**src/rtl/pkt_head_upd_merger.sv**
```systemverilog
// Packet head-update merger.
// Software head-pointer updates are parked in a small age-ordered table and are
// folded into the outgoing packet stream: a packet to a pending queue carries the
// update (needs_dsc=1); otherwise pending updates leave as descriptor-only beats,
// either when the packet stream is idle or after MAX_PKT_BURST packets have
// bypassed a non-empty table.
//
// Handshake: every stream transfers on a cycle where valid and ready are both
// high. out_meta_valid/out_meta_data are registered and held until accepted;
// in_meta_ready and head_upd_ready are combinational from pre-cycle state.

package pkt_head_upd_merger_pkg;
    localparam int QID_W = 8;
    typedef logic [QID_W-1:0] pkt_queue_id_t;

    typedef struct packed {
        pkt_queue_id_t pkt_queue_id;
        logic [15:0]   size;
        logic [15:0]   flow_tag;
        logic          needs_dsc;
        logic          descriptor_only;
    } pkt_meta_with_queues_t;
endpackage

module pkt_head_upd_merger
    import pkt_head_upd_merger_pkg::*;
#(
    parameter int NB_PENDING    = 4,
    parameter int MAX_PKT_BURST = 8
) (
    input  logic                  clk,
    input  logic                  rst,
    input  pkt_meta_with_queues_t in_meta_data,
    input  logic                  in_meta_valid,
    output logic                  in_meta_ready,
    input  pkt_queue_id_t         head_upd_queue_id,
    input  logic                  head_upd_valid,
    output logic                  head_upd_ready,
    output pkt_meta_with_queues_t out_meta_data,
    output logic                  out_meta_valid,
    input  logic                  out_meta_ready,
    output logic [31:0]           merge_cnt,
    output logic [31:0]           coalesce_cnt
);

    localparam int IDX_W   = (NB_PENDING > 1) ? $clog2(NB_PENDING) : 1;
    localparam int BURST_W = (MAX_PKT_BURST > 0) ? $clog2(MAX_PKT_BURST + 1) : 1;
    localparam logic [BURST_W-1:0] BURST_MAX = BURST_W'(MAX_PKT_BURST);

    // Pending table: entries 0..n-1 valid, entry 0 is the oldest.
    logic [NB_PENDING-1:0] tbl_vld_q, tbl_vld_d;
    pkt_queue_id_t         tbl_id_q [NB_PENDING];
    pkt_queue_id_t         tbl_id_d [NB_PENDING];

    logic [BURST_W-1:0]    burst_q, burst_d;
    pkt_meta_with_queues_t out_data_q, out_data_d;
    logic                  out_valid_q, out_valid_d;
    logic [31:0]           merge_cnt_q, merge_cnt_d;
    logic [31:0]           coalesce_cnt_q, coalesce_cnt_d;

    logic                  tbl_full, tbl_empty;
    logic                  hu_hit, pkt_hit;
    logic [IDX_W-1:0]      hu_idx, pkt_idx, rem_idx;
    logic                  sel_en, rule1, rule2, rule3, rem;
    logic                  hu_fire, hu_coal, hu_ins, ins_done;

    // Table lookups for the incoming packet and head update (oldest match wins).
    always_comb begin
        hu_hit  = 1'b0;
        hu_idx  = '0;
        pkt_hit = 1'b0;
        pkt_idx = '0;
        for (int i = NB_PENDING - 1; i >= 0; i--) begin
            if (tbl_vld_q[i]) begin
                if (tbl_id_q[i] == head_upd_queue_id) begin
                    hu_hit = 1'b1;
                    hu_idx = IDX_W'(i);
                end
                if (tbl_id_q[i] == in_meta_data.pkt_queue_id) begin
                    pkt_hit = 1'b1;
                    pkt_idx = IDX_W'(i);
                end
            end
        end
    end

    assign tbl_full  = &tbl_vld_q;
    assign tbl_empty = ~|tbl_vld_q;

    // Output selection priority and handshake readies.
    always_comb begin
        sel_en         = !rst && (!out_valid_q || out_meta_ready);
        rule1          = sel_en && in_meta_valid && pkt_hit;
        rule2          = sel_en && !rule1 && !tbl_empty &&
                         ((burst_q >= BURST_MAX) || !in_meta_valid);
        rule3          = sel_en && !rule1 && !rule2 && in_meta_valid;
        rem            = rule1 || rule2;
        rem_idx        = rule1 ? pkt_idx : '0;
        in_meta_ready  = rule1 || rule3;
        // Full-table check ignores a same-cycle removal on purpose.
        head_upd_ready = !rst && (!tbl_full || hu_hit);
        hu_fire        = head_upd_valid && head_upd_ready;
        // An update matching the entry leaving this cycle must be re-inserted.
        hu_coal        = hu_fire && hu_hit && !(rem && (rem_idx == hu_idx));
        hu_ins         = hu_fire && !hu_coal;
    end

    // Next table contents: compact out the removed entry, then append new update.
    always_comb begin
        tbl_vld_d = tbl_vld_q;
        tbl_id_d  = tbl_id_q;
        ins_done  = 1'b0;
        if (rem) begin
            for (int i = 0; i < NB_PENDING - 1; i++) begin
                if (IDX_W'(i) >= rem_idx) begin
                    tbl_vld_d[i] = tbl_vld_q[i+1];
                    tbl_id_d[i]  = tbl_id_q[i+1];
                end
            end
            tbl_vld_d[NB_PENDING-1] = 1'b0;
            tbl_id_d[NB_PENDING-1]  = '0;
        end
        if (hu_ins) begin
            for (int i = 0; i < NB_PENDING; i++) begin
                if (!ins_done && !tbl_vld_d[i]) begin
                    tbl_vld_d[i] = 1'b1;
                    tbl_id_d[i]  = head_upd_queue_id;
                    ins_done     = 1'b1;
                end
            end
        end
    end

    // Next output beat, burst counter and event counters.
    always_comb begin
        out_data_d     = out_data_q;
        out_valid_d    = out_valid_q;
        burst_d        = burst_q;
        merge_cnt_d    = merge_cnt_q + 32'(rule1);
        coalesce_cnt_d = coalesce_cnt_q + 32'(hu_coal);
        if (sel_en) begin
            out_valid_d = rule1 || rule2 || rule3;
            if (rule1) begin
                out_data_d           = in_meta_data;
                out_data_d.needs_dsc = 1'b1;
                burst_d              = '0;
            end else if (rule2) begin
                out_data_d                 = '0;
                out_data_d.pkt_queue_id    = tbl_id_q[0];
                out_data_d.descriptor_only = 1'b1;
                burst_d                    = '0;
            end else if (rule3) begin
                out_data_d           = in_meta_data;
                out_data_d.needs_dsc = 1'b0;
                if (tbl_empty) begin
                    burst_d = '0;
                end else if (burst_q < BURST_MAX) begin
                    burst_d = burst_q + BURST_W'(1);
                end
            end
        end
    end

    // State registers with asynchronous reset.
    always_ff @(posedge clk or posedge rst) begin
        if (rst) begin
            tbl_vld_q      <= '0;
            for (int i = 0; i < NB_PENDING; i++) begin
                tbl_id_q[i] <= '0;
            end
            burst_q        <= '0;
            out_data_q     <= '0;
            out_valid_q    <= 1'b0;
            merge_cnt_q    <= '0;
            coalesce_cnt_q <= '0;
        end else begin
            tbl_vld_q      <= tbl_vld_d;
            tbl_id_q       <= tbl_id_d;
            burst_q        <= burst_d;
            out_data_q     <= out_data_d;
            out_valid_q    <= out_valid_d;
            merge_cnt_q    <= merge_cnt_d;
            coalesce_cnt_q <= coalesce_cnt_d;
        end
    end

    assign out_meta_data  = out_data_q;
    assign out_meta_valid = out_valid_q;
    assign merge_cnt      = merge_cnt_q;
    assign coalesce_cnt   = coalesce_cnt_q;

endmodule

```
**config.mk**
```make
export PLATFORM = sky130hd
export DESIGN_NAME = pkt_head_upd_merger
export DESIGN_NICKNAME = d
export VERILOG_FILES = /design/src/rtl/pkt_head_upd_merger.sv
export SDC_FILE = /design/constraint.sdc
export NUM_CORES = 1
export LEC_CHECK = 0
export CELL_PAD_IN_SITES_DETAIL_PLACEMENT = 0
export CELL_PAD_IN_SITES_GLOBAL_PLACEMENT = 2
export CORE_MARGIN = 5
export CORE_UTILIZATION = 32
export CTS_CLUSTER_SIZE = 20
export DETAILED_ROUTE_END_ITERATION = 8
export PLACE_DENSITY = 0.77
export SETUP_SLACK_MARGIN = 0.05
export SYNTH_ARGS = -nofsm -noshare
export SYNTH_HDL_FRONTEND = slang
export SYNTH_SLANG_ARGS = --single-unit
```
**constraint.sdc**
```tcl
create_clock -name clk -period 7.3 [get_ports clk]
set_input_delay 2.19 -clock clk [delete_from_list [all_inputs] [get_ports clk]]
set_output_delay 2.19 -clock clk [all_outputs]
set_load 0.05 [all_outputs]
```
# Word level (Yosys, flattened, before mapping)
# Cells that the tools add are included.
[totals] regBits=147 input_bits=55 output_inout_bits=109 wordCells=138
[classes] addsub=3 n_lt_le_gt_ge=5 eq_ne=10 n_mux=64 n_reduce_logical=42
[op_table] operator="$mux 42" count=3
[op_table] operator="$add 32x1->32" count=2
[op_table] operator="$eq 8x8->1" count=8
[op_table] operator="$mux 32" count=2
[op_table] operator="$mux 8" count=7
[op_table] operator="$mux 2" count=17
[op_table] operator="$mux 1" count=28
[op_table] operator="$mux 4" count=7
[op_table] operator="$logic_and 1x1->1" count=17
[op_table] operator="$logic_not 1->1" count=14
[op_table] operator="$logic_or 1x1->1" count=6
[op_table] operator="$add 4x1->4 const B" count=1
[op_table] operator="$ge 1x2->1 const A" count=2
[op_table] operator="$ge 4x4->1 const B" count=1
[op_table] operator="$lt 4x4->1 const B" count=1
[op_table] operator="$ne 4x3->1 const B" count=1
[op_table] operator="$reduce_and 4->1" count=1
[op_table] operator="$reduce_or 4->1" count=1
[op_table] operator="$reduce_and 3->1" count=1
[op_table] operator="$reduce_bool 3->1" count=1
[op_table] operator="$eq 2x2->1" count=1
[op_table] operator="$ge 2x2->1 const A" count=1
[op_table] operator="$reduce_and 2->1" count=1

# Logic depth before layout (Yosys ltp)
# Gate-level depths: netlist of the first run.
[depth] word_depth=33 mapped_depth=18 depth_no_buf=17

# Worst setup path after synthesis of the first run
# No wires, ideal clock.
[synth_timing] path_kind="input port to output port" from="in in_meta_data[41] (netlist bit)" to="out in_meta_ready" arrival_ns=4.223 t_required_ns=5.110 setup_slack_ns=0.887 stages=9 path_buffers=2 path_cell_list="buf_6 > xor2_1 > nor4_1 > nand4_1 > and4_1 > nand2_1 > nand2_1 > inv_1 > buf_1"
[synth_between] elab_chain_cells=18 elab_cells_between_ends=21 cone_classes="eq/ne (4); mux (8); reduce/logical (9)"
[synth_lines] element="start: declaration" line="33" text="input pkt_meta_with_queues_t in_meta_data,"
[synth_lines] element="$eq 8x8->1" line="79" text="if (tbl_id_q[i] == in_meta_data.pkt_queue_id) begin"
[synth_lines] element="$mux 1" line="79"
[synth_lines] element="$mux 1" line="74" text="if (tbl_vld_q[i]) begin"
[synth_lines] element="$mux 1" line="79"
[synth_lines] element="$mux 1" line="74"
[synth_lines] element="$mux 1" line="79"
[synth_lines] element="$mux 1" line="74"
[synth_lines] element="$mux 1" line="79"
[synth_lines] element="$mux 1 *" line="74"
[synth_lines] element="$logic_and 1x1->1 *" line="93" text="rule1 = sel_en && in_meta_valid && pkt_hit;"
[synth_lines] element="$logic_not 1->1" line="94, 96"
[synth_lines] element="$logic_and 1x1->1" line="94, 96"
[synth_lines] element="$logic_and 1x1->1 (2 in a row)" line="94" text="rule2 = sel_en && !rule1 && !tbl_empty &&"
[synth_lines] element="$logic_not 1->1" line="96" text="rule3 = sel_en && !rule1 && !rule2 && in_meta_valid;"
[synth_lines] element="$logic_and 1x1->1 (2 in a row)" line="96"
[synth_lines] element="$logic_or 1x1->1 *" line="99" text="in_meta_ready = rule1 || rule3;"
[synth_lines] element="end: declaration" line="35" text="output logic in_meta_ready,"
# Mark *: on every way between the ends. The rest lies on a longest branch, timed or not.

# Final worst setup path of the first run
[layout_timing] from="in head_upd_queue_id[0]" to="out head_upd_ready"
[layout_between] elab_chain_cells=11 elab_cells_between_ends=14 cone_classes="eq/ne (4); mux (8); reduce/logical (2)"
[layout_lines] element="start: declaration" line="36" text="input pkt_queue_id_t head_upd_queue_id,"
[layout_lines] element="$eq 8x8->1" line="75" text="if (tbl_id_q[i] == head_upd_queue_id) begin"
[layout_lines] element="$mux 1" line="75"
[layout_lines] element="$mux 1" line="74"
[layout_lines] element="$mux 1" line="75"
[layout_lines] element="$mux 1" line="74"
[layout_lines] element="$mux 1" line="75"
[layout_lines] element="$mux 1" line="74"
[layout_lines] element="$mux 1" line="75"
[layout_lines] element="$mux 1 *" line="74"
[layout_lines] element="$logic_or 1x1->1 *" line="101" text="head_upd_ready = !rst && (!tbl_full || hu_hit);"
[layout_lines] element="$logic_and 1x1->1 *" line="101"
[layout_lines] element="end: declaration" line="38" text="output logic head_upd_ready,"
# Marks and branches as above.

==> qor.log, run 1 <==
INFO  status         outcome=completed
INFO  yosys          synth_most_common_cell=sky130_fd_sc_hd__dfrtp_1
INFO  yosys          synth.largest_area_cell=sky130_fd_sc_hd__dfrtp_1
INFO  sta            post_route_minimum_period=6880ps
INFO  drt            viasPerCell=4.92
INFO  worst_hold_path worst_min_delay_path_startpoint=coalesce_cnt[31]$_DFF_PP0_
INFO  yosys          synth-seq-cells=147
INFO  drt            drtAntennaViolNets=0
INFO  sta            report.final.slew_viol_count=0
INFO  cts            clkSlewWorstSetupHoldPaths=70ps
INFO  cts            worstSkewPairLatency=420ps
INFO  final_layout   fin_nets=868
INFO  setup_path     timing.reg2reg.worst_path_depth=17
INFO  sta            tns=0ps
INFO  sta            setup_viol_count_final=0
INFO  power_and_ir_drop combPwrFrac=0.313
INFO  cts            post_cts.repair.setup_buffers=0
INFO  setup_path     cp_common_cell=sky130_fd_sc_hd__clkdlybuf4s50_1
INFO  power_and_ir_drop power.static_leakage=4.17nW
INFO  cts            cts_root_buffer=sky130_fd_sc_hd__clkbuf_16
INFO  floorplan      initial_core_util=0.322
INFO  setup_path     worst-setup-path-type=primary input to output pin
INFO  sta            timing.max_slew.rel_slack=0.436
INFO  drt            number_of_search_and_repair_iterations_in_the_first_detailed_routing_pass=7
INFO  power_and_ir_drop p_seq_frac=0.398
INFO  yosys          number_of_enable_flip_flop_cells_after_synthesis=0
INFO  global_route   grt_antenna_before_repair=0
INFO  sta            clock-skew-final=12.4ps
INFO  yosys          ys_types=48
INFO  worst_hold_path hold_path_end=coalesce_cnt[31]$_DFF_PP0_
INFO  setup_path     cpMaxStageDelayCell=sky130_fd_sc_hd__clkdlybuf4s50_1
INFO  setup_path     cells_along_the_critical_path=clkdlybuf4s50_1, xnor2_1, nand4_1, nor3_1, nor4_1, a21oi_1, clkdlybuf4s50_1
INFO  floorplan      die_area=25700µm²
INFO  yosys          synthTopCellsByCount=147 x sky130_fd_sc_hd__dfrtp_1, 89 x sky130_fd_sc_hd__xnor2_1, 59 x sky130_fd_sc_hd__mux2i_1
INFO  setup_path     reg2reg_from=tbl_id_q[1]$_DFF_PP0_
INFO  floorplan      die_h=160µm
INFO  yosys          netlist.area_leader.share=0.509
INFO  cts            cts_sinks=147
INFO  yosys          post_synth_inst_count=649
INFO  setup_path     ff2ff_setup_slack=2960ps
INFO  setup_path     crit_path_start_kind=primary input
INFO  drt            post-route-drc-count=0
INFO  sta            final_hold_viol_count=0
INFO  sta            grt_setup_unrepaired=false
INFO  job            timing.max_cap.violations=0
INFO  yosys          postSynth.asyncResetShare=1.00
INFO  floorplan      floorplan.die.width=160µm
INFO  sta            max_slew.worst_pin.slew=846ps
INFO  floorplan      core_region_area=22400µm²
INFO  setup_path     cp_top_family=buffers and inverters
INFO  yosys          ys_seq_area_frac=0.509
INFO  setup_path     regToRegEndpoint=coalesce_cnt[26]$_DFF_PP0_
INFO  yosys          synth.area.top_cells=sky130_fd_sc_hd__dfrtp_1 51%, sky130_fd_sc_hd__xnor2_1 11%, sky130_fd_sc_hd__mux2i_1 8.2%
INFO  yosys          syn_avg_cell_area=11.1µm²
INFO  place          numPortBuffers=162
INFO  power_and_ir_drop vdd_ir_drop_max=0.220mV
INFO  final_layout   n_fill_cell=2107
INFO  place          hpwl=14800µm
INFO  drt            routed-via-count=5435
INFO  sta            layout_worst_path_cycle_share=0.942
INFO  yosys          syn-cell-area=7230µm²
INFO  yosys          synth_flop_cell=sky130_fd_sc_hd__dfrtp_1
INFO  drt            wirelength=19700µm
INFO  cts            cts_inserted_buffers=17
INFO  setup_path     crit_buf_inv=2
INFO  drt            detailedRoute.firstIterationViolations=213
INFO  power_and_ir_drop switching_power=1.11mW
INFO  power_and_ir_drop p_per_area=302nW/µm²
INFO  setup_path     worst_setup_path_startpoint=head_upd_queue_id[0]
INFO  global_route   grt_pass1_vias=5606
INFO  global_route   gr_util_all_layers=0.155
INFO  place          finalWeightedCongestion=0.811
INFO  global_route   grt_start_max_net_pins=94
INFO  place          dp_worst_setup_slack=431ps
INFO  cts            cts_tree=yes
INFO  cts            cts_hold_buf=0
INFO  drt            wire_per_inst=17.8µm
INFO  global_route   grt_overflow=0
INFO  final_layout   layout-area-overhead-vs-synth=33.5%
INFO  worst_hold_path hp-class=register to register
INFO  worst_hold_path min_path_cells=1
INFO  floorplan      core.rowCount=55
INFO  final_layout   antennaDiodeCount=0
INFO  yosys          postSynthNetCount=710
INFO  cts            cts_buffer_depth=2
INFO  setup_path     cp_data_required_time=5110ps
INFO  final_layout   finish.instance_area=9650µm²
INFO  setup_path     cp_data_arrival_time=4690ps
INFO  global_route   global_route_wire_length_before_repair=31700µm
INFO  sta            fmax=0.145GHz
INFO  power_and_ir_drop internal_power=1.80mW
INFO  power_and_ir_drop net_sw_frac=0.382
INFO  cts            ctsResizeCount=0
INFO  setup_path     cpPeakStageDelay=790ps
INFO  yosys          synth.yosys.warnings=0
INFO  setup_path     critical_path.endpoint_type=output pin
INFO  final_layout   drive_above_1_share=0.0646
INFO  cts            cts.htree.levels=4
INFO  sta            setup_slack_of_the_critical_path_after_layout=421ps
INFO  power_and_ir_drop clockPowerShare=0.289
INFO  place          detailed_place.area=9080µm²
INFO  floorplan      io_pins=164
INFO  setup_path     critPathMaxFanout=5
worst max-delay path by stage:
stage | endpoint | cells past startpoint
2_1_floorplan | in_meta_ready | 9
3_3_place_gp | head_upd_ready | 7
3_5_place_dp | head_upd_ready | 7
4_1_cts | head_upd_ready | 7
5_1_grt | head_upd_ready | 7
6_report | head_upd_ready | 7
per-stage QoR:
stage,util,power (mW),hold slack [ps],instances
finish,0.430,2.91,474,1105
global placement,0.405,2.07,455,1073
detailed placement,0.405,2.09,465,1073
CTS,0.430,2.94,479,1105
floorplan,-,1.77,497,649
global route,0.430,3.06,487,1105
state kept, by name (all words and copies together), names as in the netlist:
signal	cells
coalesce_cnt	32
burst_q	4
out_meta_data	42
merge_cnt	32
out_meta_valid	1
tbl_id_q	32
tbl_vld_q	4
placed cells by master (no fill, tap or decap), drive strengths merged, types with 2 or more instances in the layout:
| cell type | synthesis | routed |
|---|---|---|
| and4 | 4 | 4 |
| or3 | 6 | 6 |
| clkinv | 0 | 7 |
| nor4 | 4 | 4 |
| clkdlybuf4s50 | 0 | 161 |
| buf | 23 | 9 |
| a22o | 32 | 32 |
| clkbuf | 8 | 17 |
| xnor2 | 89 | 89 |
| nand2 | 55 | 55 |
| xor2 | 37 | 37 |
| mux2i | 59 | 59 |
| a21oi | 7 | 7 |
| o21a | 2 | 2 |
| nand4 | 20 | 20 |
| clkinvlp | 0 | 2 |
| a21o | 2 | 2 |
| inv | 14 | 20 |
| nand3 | 31 | 31 |
| dfrtp | 147 | 147 |
| o21ai | 9 | 9 |
| mux2 | 2 | 2 |
| or2 | 2 | 2 |
| nor3 | 12 | 12 |
| and3 | 12 | 12 |
| and2 | 2 | 2 |
| nor2 | 44 | 44 |
| ha | 6 | 6 |
| o22ai | 8 | 8 |
per-layer routing:
layer | track usage | routed length (µm) | up-vias
li1 | - | - | 2571
met1 | 0.208 | 9160 | 2695
met2 | 0.252 | 9420 | 141
met3 | 0.0310 | 817 | 28
met4 | 0.0497 | 320 | 0
met5 | 0 | 0 | -
cells by family after synthesis:
group,count (synthesis),synth area share
compound gates,67,0.0715
xor+xnor,126,0.153
fa+ha+maj,6,0.0104
buf+inv,45,0.0358
flops,147,0.509
mux,61,0.0853
simple gates,197,0.135
layout make-up:
class / count / area [µm²] / area share
well taps: 285 / 357 / 0.0370
clock inverters: 15 / 144 / 0.0149
repair buffers: 170 / 1690 / 0.175
multi-input cells: 457 / 3290 / 0.341
clock buffers: 17 / 425 / 0.0441
inverters: 14 / 57.6 / 0.00597
flip-flops and latches: 147 / 3680 / 0.381
power groups by stage:
| stage | registers (mW) | clock network, mW | logic (mW) |
|---|---|---|---|
| global placement | 1.16 | 0 | 0.903 |
| finish | 1.16 | 0.841 | 0.911 |
| detailed placement | 1.17 | 0 | 0.915 |
| CTS | 1.16 | 0.866 | 0.920 |
| global route | 1.18 | 0.900 | 0.982 |
| floorplan | 1.32 | 0 | 0.450 |
Power figures use the tool's default switching activity.
==> inputs of run 2 (changes only) <==
- GPL_TIMING_DRIVEN: not set -> 0
==> qor.log, run 2 (same netlist as run 1, synthesis figures left out) <==
INFO  sta            grt_setup_unrepaired=false [unchanged]
INFO  sta            post_route_minimum_period=6990ps [was 6880 ps]
INFO  power_and_ir_drop combPwrFrac=0.309 [was 0.313]
INFO  global_route   gr_util_all_layers=0.159 [was 0.155]
INFO  floorplan      floorplan.die.width=160µm [unchanged]
INFO  final_layout   layout-area-overhead-vs-synth=33.9% [was 33.5%]
INFO  setup_path     worst-setup-path-type=primary input to output pin [unchanged]
INFO  worst_hold_path hp-class=register to register [unchanged]
INFO  cts            cts.htree.levels=4 [unchanged]
INFO  power_and_ir_drop net_sw_frac=0.378 [was 0.382]
INFO  final_layout   drive_above_1_share=0.0822 [was 0.0646]
INFO  cts            cts_sinks=147 [unchanged]
INFO  power_and_ir_drop vdd_ir_drop_max=0.202mV [was 0.220 mV]
INFO  sta            report.final.slew_viol_count=0 [unchanged]
INFO  setup_path     critPathMaxFanout=15 [was 5]
INFO  drt            wire_per_inst=18.2µm [was 17.8 µm]
INFO  place          numPortBuffers=146 [was 162]
INFO  place          detailed_place.area=9080µm² [about the same]
INFO  final_layout   antennaDiodeCount=0 [unchanged]
INFO  final_layout   mostFrequentLayoutCells=147 x sky130_fd_sc_hd__dfrtp_1, 145 x sky130_fd_sc_hd__clkdlybuf4s50_1, 89 x sky130_fd_sc_hd__xnor2_1, 59 x sky130_fd_sc_hd__mux2i_1, 53 x sky130_fd_sc_hd__nand2_1 [was 161 x sky130_fd_sc_hd__clkdlybuf4s50_1, 147 x sky130_fd_sc_hd__dfrtp_1, 89 x sky130_fd_sc_hd__xnor2_1, 59 x sky130_fd_sc_hd__mux2i_1, 53 x sky130_fd_sc_hd__nand2_1]
INFO  sta            clock-skew-final=18.7ps [was 12.4 ps]
INFO  final_layout   finish.instance_area=9680µm² [was 9650 µm²]
INFO  floorplan      core_region_area=22400µm² [unchanged]
INFO  global_route   grt_start_max_net_pins=87 [was 94]
INFO  job            timing.max_cap.violations=0 [unchanged]
INFO  cts            post_cts.repair.setup_buffers=0 [unchanged]
INFO  drt            wirelength=20200µm [was 19700 µm]
INFO  cts            worstSkewPairLatency=430ps [was 420 ps]
INFO  cts            cts_buffer_depth=2 [unchanged]
INFO  cts            clkSlewWorstSetupHoldPaths=70ps [about the same]
INFO  setup_path     cp_data_arrival_time=4800ps [was 4690 ps]
INFO  setup_path     cp_data_required_time=5110ps [about the same]
INFO  cts            cts_hold_buf=0 [unchanged]
INFO  drt            number_of_search_and_repair_iterations_in_the_first_detailed_routing_pass=4 [was 7]
INFO  drt            detailedRoute.firstIterationViolations=258 [was 213]
INFO  final_layout   largest_register_ff_count=42 [unchanged]
INFO  setup_path     cp_common_cell=sky130_fd_sc_hd__nand2_1 [was sky130_fd_sc_hd__clkdlybuf4s50_1]
INFO  setup_path     crit_path_start_kind=primary input [unchanged]
INFO  power_and_ir_drop switching_power=1.12mW [was 1.11 mW]
INFO  setup_path     cpPeakStageDelay=540ps [was 790 ps]
INFO  setup_path     cells_along_the_critical_path=clkdlybuf4s50_1, a21oi_1, and3_1, clkbuf_1, nand2_1, nand2_1, clkinvlp_4, dlygate4sd2_1 [was clkdlybuf4s50_1, xnor2_1, nand4_1, nor3_1, nor4_1, a21oi_1, clkdlybuf4s50_1]
INFO  place          hpwl=15000µm [was 14800 µm]
INFO  floorplan      initial_core_util=0.322 [unchanged]
INFO  floorplan      die_h=160µm [unchanged]
INFO  sta            layout_worst_path_cycle_share=0.957 [was 0.942]
INFO  power_and_ir_drop power.static_leakage=4.21nW [was 4.17 nW]
INFO  global_route   grt_overflow=0 [unchanged]
INFO  sta            setup_viol_count_final=0 [unchanged]
INFO  final_layout   fin_nets=875 [was 868]
INFO  floorplan      die_area=25700µm² [unchanged]
INFO  drt            viasPerCell=4.85 [was 4.92]
INFO  setup_path     cpMaxStageDelayCell=sky130_fd_sc_hd__clkdlybuf4s50_1 [unchanged]
INFO  final_layout   leading_cell_type_in_the_layout_fill_and_taps_excluded=sky130_fd_sc_hd__dfrtp_1 [was sky130_fd_sc_hd__clkdlybuf4s50_1]
INFO  cts            cts_root_buffer=sky130_fd_sc_hd__clkbuf_16 [unchanged]
INFO  sta            fmax=0.143GHz [was 0.145 GHz]
INFO  drt            drtAntennaViolNets=0 [unchanged]
INFO  global_route   grt_antenna_before_repair=0 [unchanged]
INFO  drt            post-route-drc-count=0 [unchanged]
INFO  floorplan      core.rowCount=55 [unchanged]
INFO  setup_path     crit_buf_inv=4 [was 2]
INFO  setup_path     critical_path.endpoint_type=output pin [unchanged]
INFO  setup_path     cp_top_family=buffers and inverters [unchanged]
INFO  sta            final_hold_viol_count=0 [unchanged]
INFO  global_route   global_route_wire_length_before_repair=32800µm [was 31700 µm]
INFO  floorplan      io_pins=164 [unchanged]
INFO  cts            cts_inserted_buffers=17 [unchanged]
INFO  status         outcome=completed [unchanged]
INFO  power_and_ir_drop clockPowerShare=0.301 [was 0.289]
INFO  power_and_ir_drop p_seq_frac=0.390 [was 0.398]
INFO  global_route   grt_pass1_vias=5753 [was 5606]
INFO  sta            max_slew.worst_pin.slew=724ps [was 846 ps]
INFO  final_layout   n_fill_cell=2103 [was 2107]
INFO  place          finalWeightedCongestion=0.820 [was 0.811]
INFO  power_and_ir_drop p_per_area=307nW/µm² [was 302 nW/µm²]
INFO  power_and_ir_drop internal_power=1.84mW [was 1.80 mW]
INFO  power_and_ir_drop total_power=2.97mW [was 2.91 mW]
INFO  drt            routed-via-count=5398 [was 5435]
INFO  cts            cts_tree=yes [unchanged]
INFO  sta            timing.max_slew.rel_slack=0.513 [was 0.436]
==> run 2: changes by cell type in the layout (fill, tap and decap cells not counted), moves of 2 or more <==
cell,before,now
sky130_fd_sc_hd__buf_2,0,11
sky130_fd_sc_hd__clkbuf_1,0,7
sky130_fd_sc_hd__buf_6,0,9
sky130_fd_sc_hd__buf_4,8,2
sky130_fd_sc_hd__clkdlybuf4s50_1,161,145
sky130_fd_sc_hd__clkinv_2,2,0
==> run 2: final timing paths <==
| path | from | cells past startpoint | slack [ps] | endpoint |
|---|---|---|---|---|
| min in group asynchronous | rst | 2 | 2340 | out_meta_data[5]$_DFFE_PP0P_ |
| setup / recovery | rst | 8 | 310 | in_meta_ready |
| setup reg to reg | tbl_id_q[19]$_DFF_PP0_ | 17 | 2870 | coalesce_cnt[26]$_DFF_PP0_ |
| max in group asynchronous | rst | 3 | 4150 | merge_cnt[4]$_DFF_PP0_ |
| hold reg to reg | coalesce_cnt[31]$_DFF_PP0_ | 1 | 470 | coalesce_cnt[31]$_DFF_PP0_ |
| hold / removal | coalesce_cnt[31]$_DFF_PP0_ | 1 | 470 | coalesce_cnt[31]$_DFF_PP0_ |
==> run 2: final cells by class <==
class,count,area [µm²],area share
tap,285,357,0.0369
buffer,30,203,0.0209
inverter,14,61.3,0.00634
sequential,147,3680,0.380
multi-input combinational,457,3290,0.340
clock inverter,14,160,0.0166
timing repair buffer,147,1490,0.154
clock buffer,18,439,0.0454
==> run 2: power by group through the flow <==
stage | registers [mW] | logic, mW | clock network [mW]
after global routing | 1.18 | 0.991 | 0.952
after floorplan | 1.32 | 0.450 | 0
after CTS | 1.16 | 0.929 | 0.918
after global placement | 1.16 | 0.908 | 0
after detailed placement | 1.17 | 0.924 | 0
final | 1.16 | 0.918 | 0.893
==> run 2: through the flow <==
stage | std cells | hold slack, ps | util | worst slack (ps) | TNS [ps]
2_1_floorplan | 649 | 497 | - | 887 | 0
3_3_place_gp | 1080 | 455 | 0.403 | -905 | -132750
3_5_place_dp | 1081 | 464 | 0.405 | -329 | -329
4_1_cts | 1112 | 474 | 0.431 | 209 | 0
5_1_grt | 1112 | 490 | 0.431 | 79.5 | 0
6_report | 1112 | 467 | 0.431 | 312 | 0
==> run 2: routing by layer <==
layer  track usage  vias up  part of all wire
met5             0        -                 0
met3        0.0370       16             0.045
li1              -     2579                 -
met4        0.0473        0             0.011
met1         0.218     2665              0.47
met2         0.252      138              0.48
==> run 2: timing repair <==
| action | 4_1_cts | 5_1_grt |
|---|---|---|
| setup endpoints to repair | 1 | 1 |
| pin swaps | 0 | 0 |
| gates resized for setup | 1 | 1 |
